===== src/rtl/sr_pkg.sv =====
// Shared definitions for the SR command controller and the downstream SR flip-flop stage.
package sr_pkg;

    typedef enum logic [1:0] {
        StIdle,
        StPulse,
        StHoldoff
    } sr_state_e;

    // {s, r} command encoding shared with the flip-flop stage.
    typedef logic [1:0] sr_cmd_t;

    localparam sr_cmd_t CmdHold    = 2'b00;
    localparam sr_cmd_t CmdReset   = 2'b01;
    localparam sr_cmd_t CmdSet     = 2'b10;
    localparam sr_cmd_t CmdInvalid = 2'b11;

    localparam int unsigned HoldoffW = 8;
    localparam int unsigned DebCntW  = 8;

endpackage


===== src/rtl/sr_debounce.sv =====
// Per-button conditioning: 2-flop synchronizer, stability-count debounce and a
// registered one-cycle pulse on each rising edge of the debounced level.
module sr_debounce
    import sr_pkg::*;
#(
    parameter int unsigned DEB_CYCLES = 4
) (
    input  logic clk,
    input  logic rst_n,
    input  logic btn_i,
    output logic rise_o
);

    localparam logic [DebCntW-1:0] CntLast = DebCntW'(DEB_CYCLES - 1);

    logic               sync1_q, sync2_q;
    logic               deb_q, deb_d;
    logic               deb_prev_q;
    logic               rise_q;
    logic [DebCntW-1:0] cnt_q, cnt_d;

    // Any sample that agrees with the debounced level clears the stability count.
    always_comb begin
        deb_d = deb_q;
        cnt_d = '0;
        if (sync2_q != deb_q) begin
            if (cnt_q == CntLast) begin
                deb_d = sync2_q;
            end else begin
                cnt_d = cnt_q + 1'b1;
            end
        end
    end

    always_ff @(posedge clk or negedge rst_n) begin
        if (!rst_n) begin
            sync1_q    <= 1'b0;
            sync2_q    <= 1'b0;
            deb_q      <= 1'b0;
            deb_prev_q <= 1'b0;
            cnt_q      <= '0;
            rise_q     <= 1'b0;
        end else begin
            sync1_q    <= btn_i;
            sync2_q    <= sync1_q;
            deb_q      <= deb_d;
            cnt_q      <= cnt_d;
            deb_prev_q <= deb_q;
            rise_q     <= deb_q & ~deb_prev_q;
        end
    end

    assign rise_o = rise_q;

endmodule


===== src/rtl/sr_cmd_ctrl.sv =====
// Turns two bouncy buttons into single registered set/reset pulses for an SR
// flip-flop, with reset priority and a lockout window after each command.
module sr_cmd_ctrl
    import sr_pkg::*;
#(
    parameter int unsigned DEB_CYCLES = 4,
    parameter int unsigned HOLDOFF    = 8
) (
    input  logic clk,
    input  logic rst_n,
    input  logic set_btn,
    input  logic rst_btn,
    output logic s,
    output logic r,
    output logic conflict,
    output logic busy
);

    localparam logic [HoldoffW-1:0] HoldLoad =
        (HOLDOFF == 0) ? '0 : HoldoffW'(HOLDOFF - 1);

    logic                set_rise, rst_rise;
    sr_state_e           state_q;
    logic [HoldoffW-1:0] hold_cnt_q;
    sr_cmd_t             cmd_q;
    logic                conflict_q;
    logic                busy_q;

    sr_debounce #(
        .DEB_CYCLES(DEB_CYCLES)
    ) u_deb_set (
        .clk   (clk),
        .rst_n (rst_n),
        .btn_i (set_btn),
        .rise_o(set_rise)
    );

    sr_debounce #(
        .DEB_CYCLES(DEB_CYCLES)
    ) u_deb_rst (
        .clk   (clk),
        .rst_n (rst_n),
        .btn_i (rst_btn),
        .rise_o(rst_rise)
    );

    // Requests seen outside StIdle are simply not acted on, so nothing is queued.
    always_ff @(posedge clk or negedge rst_n) begin
        if (!rst_n) begin
            state_q    <= StIdle;
            hold_cnt_q <= '0;
            cmd_q      <= CmdHold;
            conflict_q <= 1'b0;
            busy_q     <= 1'b0;
        end else begin
            cmd_q      <= CmdHold;
            conflict_q <= 1'b0;
            unique case (state_q)
                StIdle: begin
                    if (set_rise || rst_rise) begin
                        state_q    <= StPulse;
                        busy_q     <= 1'b1;
                        cmd_q      <= rst_rise ? CmdReset : CmdSet;
                        conflict_q <= set_rise & rst_rise;
                    end
                end
                StPulse: begin
                    if (HOLDOFF == 0) begin
                        state_q <= StIdle;
                        busy_q  <= 1'b0;
                    end else begin
                        state_q    <= StHoldoff;
                        hold_cnt_q <= HoldLoad;
                    end
                end
                StHoldoff: begin
                    if (hold_cnt_q == '0) begin
                        state_q <= StIdle;
                        busy_q  <= 1'b0;
                    end else begin
                        hold_cnt_q <= hold_cnt_q - 1'b1;
                    end
                end
                default: begin
                    state_q <= StIdle;
                    busy_q  <= 1'b0;
                end
            endcase
        end
    end

    assign s        = cmd_q[1];
    assign r        = cmd_q[0];
    assign conflict = conflict_q;
    assign busy     = busy_q;

endmodule


===== config.mk =====
export PLATFORM = sky130hd
export DESIGN_NAME = sr_cmd_ctrl
export DESIGN_NICKNAME = d
export VERILOG_FILES = /design/src/rtl/sr_pkg.sv /design/src/rtl/sr_debounce.sv /design/src/rtl/sr_cmd_ctrl.sv
export SDC_FILE = /design/constraint.sdc
export NUM_CORES = 1
export LEC_CHECK = 0
export ABC_AREA = 1
export ABC_CLOCK_PERIOD_IN_PS = 3150
export BUFFER_PORTS_ARGS = -buffer_cell sky130_fd_sc_hd__buf_4
export CAP_MARGIN = 20
export CORE_MARGIN = 1.5
export CORE_UTILIZATION = 35
export DETAILED_ROUTE_END_ITERATION = 16
export GPL_ROUTABILITY_DRIVEN = 0
export PLACE_DENSITY = 0.6
export SYNTH_ARGS = -nofsm -noshare
export SYNTH_HDL_FRONTEND = slang
export SYNTH_HIERARCHICAL = 1
export SYNTH_SLANG_ARGS = --single-unit

===== constraint.sdc =====
create_clock -name clk -period 3.15 [get_ports clk]
set_clock_uncertainty 0.2 [all_clocks]
set_input_delay 0.315 -clock clk [delete_from_list [all_inputs] [get_ports clk]]
set_output_delay 0.315 -clock clk [all_outputs]
set_load 0.005 [all_outputs]

; Word level (Yosys, flattened, before mapping)
; Cells that the tools add are included.
[classes]
muxes = 17
bitwise = 6
n_addsub = 3
eq_ne = 9
n_reduce_logical = 9
[op_table]
columns = cell, count
row1 = 8-bit 2-to-1 mux, 5
row2 = 8-bit by 1-bit adder with 8-bit output (second input constant), 2
row3 = 8-bit by 2-bit equality test with 1-bit output (second input constant), 2
row4 = 8-bit one-hot mux with 2 select lines, 1
row5 = 2-bit 2-to-1 mux, 5
row6 = 8-bit zero test, 1
row7 = 2-bit AND reduction, 4
row8 = 8-bit by 1-bit subtractor with 8-bit output (second input constant), 1
row9 = 2-bit inequality test (second input constant), 3
row10 = 2-bit one-hot mux with 3 select lines, 1
row11 = 1-bit 2-to-1 mux, 4
row12 = 1-bit AND, 3
row13 = 1-bit inverter, 3
row14 = 1-bit one-hot mux with 3 select lines, 1
row15 = 3-bit AND reduction, 1
row16 = 2-bit by 1-bit equality test with 1-bit output (second input constant), 1
row17 = 2-bit equality test (second input constant), 1
row18 = 2-bit zero test, 1
row19 = 1-bit inequality test, 2
row20 = 2-bit nonzero test, 1
row21 = 1-bit logical OR, 1
[totals]
output_inout_bits = 4
word_cells = 61
register_bits = 40
inputBits = 4

; Depth between registers and ports, before layout
; Gate-level depths: netlist of the first run.
[depth]
word_depth = 3
ltp_mapped = 8
ltp_nobuf = 8

; Cells and area by module
; Netlist of the first run, hierarchy kept.
[modules_own_cells]
columns = mod, instances, area_per_inst_um2, cells_each, seq_area_each_um2
row1 = sr_debounce, 2, 596.8, 66, 325.3
row2 = sr_cmd_ctrl, 1, 782.0, 97, 350.3

; Worst setup path before layout of the first run
; No wires, ideal clock.
[synth_timing]
path_type = register to register
start = reg hold_cnt_q[0]
end = reg hold_cnt_q[2]
arrival_time_ns = 1.158
slack_ns = 1.674
stages_incl_launch_ff = 8
period_less_slack_ns = 1.476
required_time_ns = 2.832
setup_ns = 0.118
n_path_buf = 0
cell_sequence = dfrtp_1 > inv_1 > ha_1 > nand2_2 > o21ai_4 > nand2_4 > nand2_1 > o21ai_2
[synth_via]
elab_chain_cells = 3
elab_cells_between_ends = 6
classes_between = 1 x add/sub / 1 x eq/ne / 2 x mux / 2 x reduce/logical
[synth_lines]
columns = item, line
row1 = "start, declared", sr_cmd_ctrl.sv:24  ; logic [HoldoffW-1:0] hold_cnt_q;
row2 = "start signal, assigned", sr_cmd_ctrl.sv:73  ; hold_cnt_q <= HoldLoad;
row3 = "start signal, assigned", sr_cmd_ctrl.sv:81  ; hold_cnt_q <= hold_cnt_q - 1'b1;
row4 = 8-bit by 1-bit subtractor with 8-bit output / 8-bit zero test (equally long branches), "sr_cmd_ctrl.sv:81, sr_cmd_ctrl.sv:77"
row5 = 8-bit 2-to-1 mux / 2-bit inequality test (equally long branches), --
row6 = 8-bit one-hot mux with 2 select lines / 2-bit AND reduction (equally long branches), --
; Parallel ways exist; a longest one is shown, timed or not. The select of a mux whose other input is x is not followed.
; A chain may end at the register's enable or synchronous reset.

; Worst setup path after layout of the first run
[layout_timing]
start = reg hold_cnt_q[0]
end = reg hold_cnt_q[1]
; The elaborated chain is that of the path after synthesis.

==> out/metrics.yaml, run 1 <==
critPathMaxStageDelay_ns: 0.41
grt_pass1_wl_um: 5830
io_pins: 8
antenna_found_initial: 0
layout.nets: 256
clk_latency_ns: 0.28
final_cell_area_sq_um: 2240
peakVddDrop_v: 0.000437
max_cap_viol_count: 0
cts_buffers: 5
die_area_sq_um: 6100
critical_path.cell_chain: "inv_1 > ha_1 > nand2_2 > o21ai_4 > nand2_4 > nand2_1 > o21ai_2"
hold_viol: 0
p_total_mw: 1.73
yosys-top-cells-area: "dfrtp_1 (51%), nand2_1 (10%), nor2_1 (6.5%), inv_1 (6.1%), nand3_1 (4.6%)"
wirelength_um: 3150
status: "completed"
syn-instance-count: 229
clock-root-buffer: "clkbuf_8"
initialDrtViolationCount: 77
post_cts_buffers: 0
yosysWarningCount: 6
final.min_clock_period_ns: 1.60
overflow: 0
cts_resized: 0
drive_above_1_share: 0.146
synthesis.area_sq_um: 1980
cp_slowest_cell: "dfrtp_1"
drtPass1Iterations: 4
place_area_sq_um: 2120
vias_per_cell: 4.44
area_growth_pct: 13.3
hold_buffers: 3
relSlewSlack: 0.660
cts_tree: "built"
cp_data_arrival_time_ns: 1.57
post_drt_wl_per_cell_um: 9.89
leakage_nw: 1.09
via_count: 1416
grt_pass1_vias: 1356
ys.flop_type: "dfrtp_1"
setup.worst_path.end_class: "flop"
rows: 27
coreArea_sq_um: 5470
clk_pin_slew_ns: 0.07
hpwlAfterDp_um: 2230
critPathMaxFanout: 7
yosys.area.top_type: "dfrtp_1"
fp.dieW_um: 78.1
hp-class: "reg2reg"
yosysSeqAreaShare: 0.507
die_h_um: 78.1
period_share: 0.507
synth_top_area_share: 0.507
cts-htree-levels: 2
clock-sinks: 40
grt_usage: 0.120
start_kind: "flop"
grt_max_degree: 41
synth_nets: 239
ys_types: 24
synthTopCellsByCount: "nand2_1 (53), dfrtp_1 (40), nor2_1 (34)"
worst_pin_slew_ns: 0.510
final.setup.tns_ns: 0
io_buffers: 7
rsz0062_at_grt: "false"
clock.fmax_ghz: 0.627
yosys_register_bits: 40
drc: 0
setup_ws_ns: 1.55
synth.most_common_cell: "nand2_1"
worstPathRequired_ns: 3.12
synthArstFlopShare: 1.00
slew_violations: 0
clk_path_buf_depth: 2
antenna_cells: 0
antenna_left: 0
initial_core_util: 0.361
preCtsSetupSlack_ns: 1.57
synth_edf_count: 0
syn_avg_cell_area_sq_um: 8.63
finalSetupViolCount: 0
crit_type: "reg2reg"
p_per_area_nw_per_um2: 773
-- routing by layer --
layer	wire, um	vias to the layer above	track usage
li1	-	741	-
met1	1560	653	0.152
met2	1470	20	0.197
met3	97	2	0.0314
met4	26	0	0.0429
met5	0	-	0
-- final cells by class --
class                   count  area (sq um)
repair buffers             10          82.6
flip-flops and latches     40          1000
well taps                  72          90.1
fillers                   582          3230
clock buffers               8          90.1
multi-input cells         157           855
inverters                  32           120
-- worst max-delay path: cells and delay by family (launching register included) --
| family | cells | cell delay (ns) |
|---|---|---|
| AO/OA/AOI/OAI | 2 | 0.27 |
| adder cells (fa/ha/maj) | 1 | 0.20 |
| buffers and inverters | 1 | 0.12 |
| flip-flops | 1 | 0.41 |
| AND/OR/NAND/NOR | 3 | 0.29 |
-- layout by cell type (no fill, tap or decap), types with 3 or more instances in the layout --
master,netlist,layout
nor2_1,34,34
inv_1,32,32
clkbuf_8,0,6
dlygate4sd3_1,0,3
o21ai_0,3,3
dfrtp_1,40,40
nand4_1,4,4
ha_1,6,6
nor2_2,4,4
xor2_1,4,4
nand2_1,53,53
nand3_1,18,18
buf_4,0,7
nor3_1,3,3
nor2_4,4,4
nand2_2,6,6
-- where the power goes --
group | switching, mW | internal [mW] | total, mW | leakage [nW]
clock | 0.162 | 0.179 | 0.341 | 0.0455
sequential | 0.130 | 0.645 | 0.775 | 0.523
combinational | 0.376 | 0.238 | 0.615 | 0.521
-- through the flow --
step	cells	utilization	hold WS (ns)
detailed placement	308	0.387	0.129
CTS	319	0.409	0.153
global placement	308	0.387	0.130
floorplan	229	-	-0.181
global route	319	0.409	0.166
finish	319	0.409	0.150
-- sequential cells by signal (all words and copies together) (netlist names), 2 cells and up --
name,cells
cmd_q,2
hold_cnt_q,8
state_q,2
u_deb_rst/cnt_q,8
u_deb_set/cnt_q,8
-- final timing paths --
check / startpoint / to / slack (ns) / cells after the start
worst max register to register: hold_cnt_q[0] / hold_cnt_q[1] / 1.55 / 7
worst min-delay path: u_deb_rst/sync1_q / u_deb_rst/sync2_q / 0.15 / 0
worst max-delay path: hold_cnt_q[0] / hold_cnt_q[1] / 1.55 / 7
worst min register to register: u_deb_rst/sync1_q / u_deb_rst/sync2_q / 0.15 / 0
max in group asynchronous: rst_n / u_deb_rst/cnt_q[2] / 2.05 / 2
min in group asynchronous: rst_n / hold_cnt_q[5] / 0.34 / 2
-- cells by family (layout without fill, tap and decap cells) --
kind of cell / after synthesis / after routing / share of synthesized area
compound gates: 11 / 11 / 0.0386
buf+inv: 32 / 50 / 0.0608
simple gates: 132 / 132 / 0.313
xor+xnor: 8 / 8 / 0.0431
flops: 40 / 40 / 0.507
fa+ha+maj: 6 / 6 / 0.0380
Power figures use the tool's default switching activity.
==> run 2, diff against run 1 <==
--- a/config.mk
+++ b/config.mk
@@ -6,7 +6,7 @@
 export NUM_CORES = 1
 export LEC_CHECK = 0
 export ABC_AREA = 1
-export ABC_CLOCK_PERIOD_IN_PS = 3150
+export ABC_CLOCK_PERIOD_IN_PS = 1500
 export BUFFER_PORTS_ARGS = -buffer_cell sky130_fd_sc_hd__buf_4
 export CAP_MARGIN = 20
 export CORE_MARGIN = 1.5
==> constraint.sdc (replaced) <==
create_clock -name clk -period 1.5 [get_ports clk]
set_clock_uncertainty 0.2 [all_clocks]
set_input_delay 0.15 -clock clk [delete_from_list [all_inputs] [get_ports clk]]
set_output_delay 0.15 -clock clk [all_outputs]
set_load 0.005 [all_outputs]
==> out/metrics.yaml, run 2 (synthesis results as in run 1) <==
finalSetupViolCount: 0
cts_buffers: 5
clk_pin_slew_ns: 0.08
fin_util: 0.434
final_common_cell: "nand2_1"
p_total_mw: 4.11
antenna_cells: 0
critPathMaxStageDelay_ns: 0.45
grt_pass1_wl_um: 5960
holdPathStages: 0
overflow: 0
drc: 0
fp.dieW_um: 78.1
rrSetupSlack_ns: 0.06
critical_path.cell_chain: "nor2_4 > nand2_2 > o21ai_4 > nand2_4 > nand2_2 > o21ai_2"
hpwlAfterDp_um: 2360
area_growth_pct: 20.3
rsz0062_at_grt: "true"
final.min_clock_period_ns: 1.44
slew_violations: 0
cts_tree: "built"
min_from: "u_deb_rst/sync1_q"
critPathMaxFanout: 7
grt_pass1_vias: 1391
cp_slowest_cell: "dfrtp_1"
grt_max_degree: 41
max_cap_viol_count: 0
critPathMostFrequentCell: "nand2_2"
drive_above_1_share: 0.226
clk_path_buf_depth: 2
drtPass1Iterations: 4
rows: 27
via_count: 1452
initialDrtViolationCount: 35
grt_usage: 0.124
relSlewSlack: 0.662
clk_latency_ns: 0.29
die_h_um: 78.1
layout.nets: 266
period_share: 0.963
setup.worst_path.end_class: "flop"
leakage_nw: 1.16
initial_core_util: 0.361
start_kind: "flop"
final.setup.tns_ns: 0
fin_cells: 329
worst_pin_slew_ns: 0.507
place_area_sq_um: 2190
worstReg2RegStart: "hold_cnt_q[2]"
hold_viol: 0
timing.rr.end: "hold_cnt_q[2]"
cp_data_arrival_time_ns: 1.43
path_buf_inv: 0
clock-root-buffer: "clkbuf_8"
final_cell_area_sq_um: 2380
die_area_sq_um: 6100
status: "completed"
vias_per_cell: 4.41
crit_type: "reg2reg"
wirelength_um: 3390
io_pins: 8
clock.fmax_ghz: 0.692
cpLargestDelayFamily: "flip-flops"
startpoint: "hold_cnt_q[2]"
peakVddDrop_v: 0.000833
top_regs: "hold_cnt_q x8, u_deb_rst/cnt_q x8, u_deb_set/cnt_q x8"
cts-htree-levels: 2
r2r_cells: 6
min_to: "u_deb_rst/sync2_q"
hp-class: "reg2reg"
p_per_area_nw_per_um2: 1730
final_cell_mix: "nand2_1 (50), dfrtp_1 (40), nor2_1 (32)"
antenna_left: 0
coreArea_sq_um: 5470
worstPathRequired_ns: 1.49
place_inst: 317
post_drt_wl_per_cell_um: 10.3
antenna_found_initial: 0
io_buffers: 7
clock-sinks: 40
-- run 2: cell types whose count changed in the layout (fill, tap and decap cells not counted), moves of 2 or more --
cell,delta
nor2_1,-2
clkbuf_1,-2
inv_2,+2
buf_4,+10
clkinv_4,+2
ha_1,-2
nand2_2,+2
nand2_1,-3
nor2_2,+2
inv_1,-2
-- run 2: worst max-delay path by stage --
stage / to / slack (ns) / depth (start not counted)
3_5_place_dp: hold_cnt_q[2] / -0.003 / 7
2_1_floorplan: hold_cnt_q[2] / 0.02 / 7
5_1_grt: hold_cnt_q[2] / -0.03 / 7
4_1_cts: hold_cnt_q[2] / 0.008 / 7
3_3_place_gp: hold_cnt_q[2] / 0.03 / 7
6_report: hold_cnt_q[2] / 0.06 / 6
-- run 2: area by class of cell --
cell class	count	area, sq um
inverter	32	120
fill	559	3100
sequential	40	1000
clock buffer	5	68.8
multi-input combinational	157	892
clock inverter	3	47.5
timing repair buffer	20	158
tap	72	90.1
-- run 2: per-layer routing --
layer	part of all wire	track usage
met5	0	0
met1	0.49	0.156
met4	0.016	0.0464
met3	0.026	0.0314
met2	0.46	0.204
-- run 2: what timing repair did --
action	CTS	global route
pin swaps	1	4
buffers inserted	0	1
resized for setup	0	12
hold buffers	3	0
endpoints found under the hold margin	42	0
endpoints found under the setup margin	3	11
-- run 2: report_power, final --
| part | internal (mW) | switching [mW] |
|---|---|---|
| Combinational | 0.692 | 0.917 |
| Clock | 0.501 | 0.392 |
| Sequential | 1.35 | 0.251 |
| Total | 2.55 | 1.56 |
-- run 2: metrics by stage --
stage | hold WS [ns] | setup slack [ns]
floorplan | -0.346 | 0.0241
global placement | -0.0352 | 0.0257
detailed placement | -0.0337 | -0.00280
CTS | 0.160 | 0.00793
global route | 0.170 | -0.0307
finish | 0.154 | 0.0559
==> run 3, diff against run 2 <==
--- a/config.mk
+++ b/config.mk
@@ -10,10 +10,10 @@
 export BUFFER_PORTS_ARGS = -buffer_cell sky130_fd_sc_hd__buf_4
 export CAP_MARGIN = 20
 export CORE_MARGIN = 1.5
-export CORE_UTILIZATION = 35
+export CORE_UTILIZATION = 60
 export DETAILED_ROUTE_END_ITERATION = 16
 export GPL_ROUTABILITY_DRIVEN = 0
-export PLACE_DENSITY = 0.6
+export PLACE_DENSITY = 0.88
 export SYNTH_ARGS = -nofsm -noshare
 export SYNTH_HDL_FRONTEND = slang
 export SYNTH_HIERARCHICAL = 1
==> constraint.sdc (replaced) <==
create_clock -name clk -period 1.5 [get_ports clk]
set_clock_uncertainty 0.2 [all_clocks]
set_input_delay 0.075 -clock clk [delete_from_list [all_inputs] [get_ports clk]]
set_output_delay 0.075 -clock clk [all_outputs]
set_load 0.005 [all_outputs]
==> out/metrics.yaml, run 3 (synthesis results as in run 1) <==
status: "finished, violations left"
violations: "negative setup slack"
io_buffers: 7
place_inst: 285
via_count: 1498
final.min_clock_period_ns: 1.54
antenna_found_initial: 0
setup_ws_ns: -0.0413
relSlewSlack: 0.658
clock.fmax_ghz: 0.649
period_share: 1.03
die_h_um: 60.4
top_regs: "hold_cnt_q x8, u_deb_rst/cnt_q x8, u_deb_set/cnt_q x8"
start_kind: "flop"
io_pins: 8
cpLargestDelayFamily: "flip-flops"
final_cell_mix: "nand2_1 (51), dfrtp_1 (40), nor2_1 (32)"
clk_pin_slew_ns: 0.13
clock-root-buffer: "clkbuf_4"
critical_path.cell_chain: "inv_2 > ha_4 > nand2_4 > o21ai_4 > nand2_4 > nand2_2 > o21ai_2"
layout.nets: 265
drtPass1Iterations: 4
clk_path_buf_depth: 2
drive_above_1_share: 0.227
leakage_nw: 1.14
critPathMaxFanout: 7
p_clk_frac: 0.190
power_frac_comb: 0.409
cp_slowest_cell: "dfrtp_1"
max_cap_viol_count: 0
hp-class: "in2async"
initial_core_util: 0.637
final_cell_area_sq_um: 2310
overflow: 0
slew_violations: 0
wirelength_um: 3710
grt_max_degree: 41
worst_pin_slew_ns: 0.513
grt_pass1_vias: 1449
grt-busiest-layer: "met2"
p_sw_frac: 0.397
cp_data_arrival_time_ns: 1.61
grt_pass1_wl_um: 6000
hpwlAfterDp_um: 2470
worstPathRequired_ns: 1.57
path_buf_inv: 1
preCtsSetupSlack_ns: -0.0778
internal-power_mw: 2.45
fin_util: 0.746
coreArea_sq_um: 3100
use_met3: 0.0597
drc: 0
sequentialPowerShare: 0.401
setup.worst_path.end_class: "flop"
rows: 20
fp.dieW_um: 60.4
p_total_mw: 4.06
holdWs_ns: 0.0214
p_per_area_nw_per_um2: 1750
critPathMostFrequentCell: "nand2_4"
vias_per_cell: 4.99
cts-htree-levels: 2
clock-sinks: 40
fin_cells: 300
final.setup.tns_ns: -0.171
cts_tree: "built"
final_common_cell: "nand2_1"
peakVddDrop_v: 0.000882
initialDrtViolationCount: 80
area_growth_pct: 17.1
use_met2: 0.402
antenna_cells: 0
clk_latency_ns: 0.36
cts_buffers: 5
hold_viol: 0
p_sw_mw: 1.61
rsz0062_at_grt: "true"
place_area_sq_um: 2120
die_area_sq_um: 3650
finalSetupViolCount: 5
critPathMaxStageDelay_ns: 0.40
post_drt_wl_per_cell_um: 12.4
crit_type: "reg2reg"
antenna_left: 0
grt_usage: 0.231
grtUsageMet1: 0.266
[run 3: power groups by stage]
stage                     Clock, mW  Combinational [mW]  Sequential [mW]
after floorplan                   0                1.02             1.60
after global placement            0                1.38             1.62
after detailed placement          0                1.44             1.64
after CTS                     0.787                1.51             1.63
after global routing          0.824                1.84             1.67
final                         0.770                1.66             1.63
[run 3: final timing paths]
| check | from | end | slack, ns | cells past startpoint |
|---|---|---|---|---|
| setup / recovery | hold_cnt_q[0] | hold_cnt_q[1] | -0.04 | 7 |
| hold / removal | rst_n | cmd_q[1] | 0.02 | 2 |
| setup reg to reg | hold_cnt_q[0] | hold_cnt_q[1] | -0.04 | 7 |
| hold reg to reg | u_deb_rst/sync1_q | u_deb_rst/sync2_q | 0.16 | 0 |
| max in group asynchronous | rst_n | u_deb_set/cnt_q[2] | 0.72 | 2 |
| min in group clk | set_btn | u_deb_set/sync1_q | 0.16 | 2 |
[run 3: layout make-up]
class,count,area [sq um]
Sequential cell,40,1000
Multi-Input combinational cell,157,897
Fill cell,238,790
Timing Repair Buffer,19,150
Inverter,32,120
Tap cell,44,55.1
Clock buffer,6,51.3
Clock inverter,2,38.8
[run 3: repair_timing]
item	4_1_cts	5_1_grt
endpoints found under the setup margin	5	16
setup buffers	1	3
hold buffers	3	0
pin swaps	2	4
endpoints found under the hold margin	42	0
gates resized for setup	5	9
[run 3: layer usage]
layer / routed length [um] / share of wire / vias up
met1: 1540 / 0.42 / 705
li1: - / - / 763
met4: 72 / 0.019 / 0
met3: 108 / 0.029 / 4
met5: 0 / 0 / -
met2: 1990 / 0.54 / 26
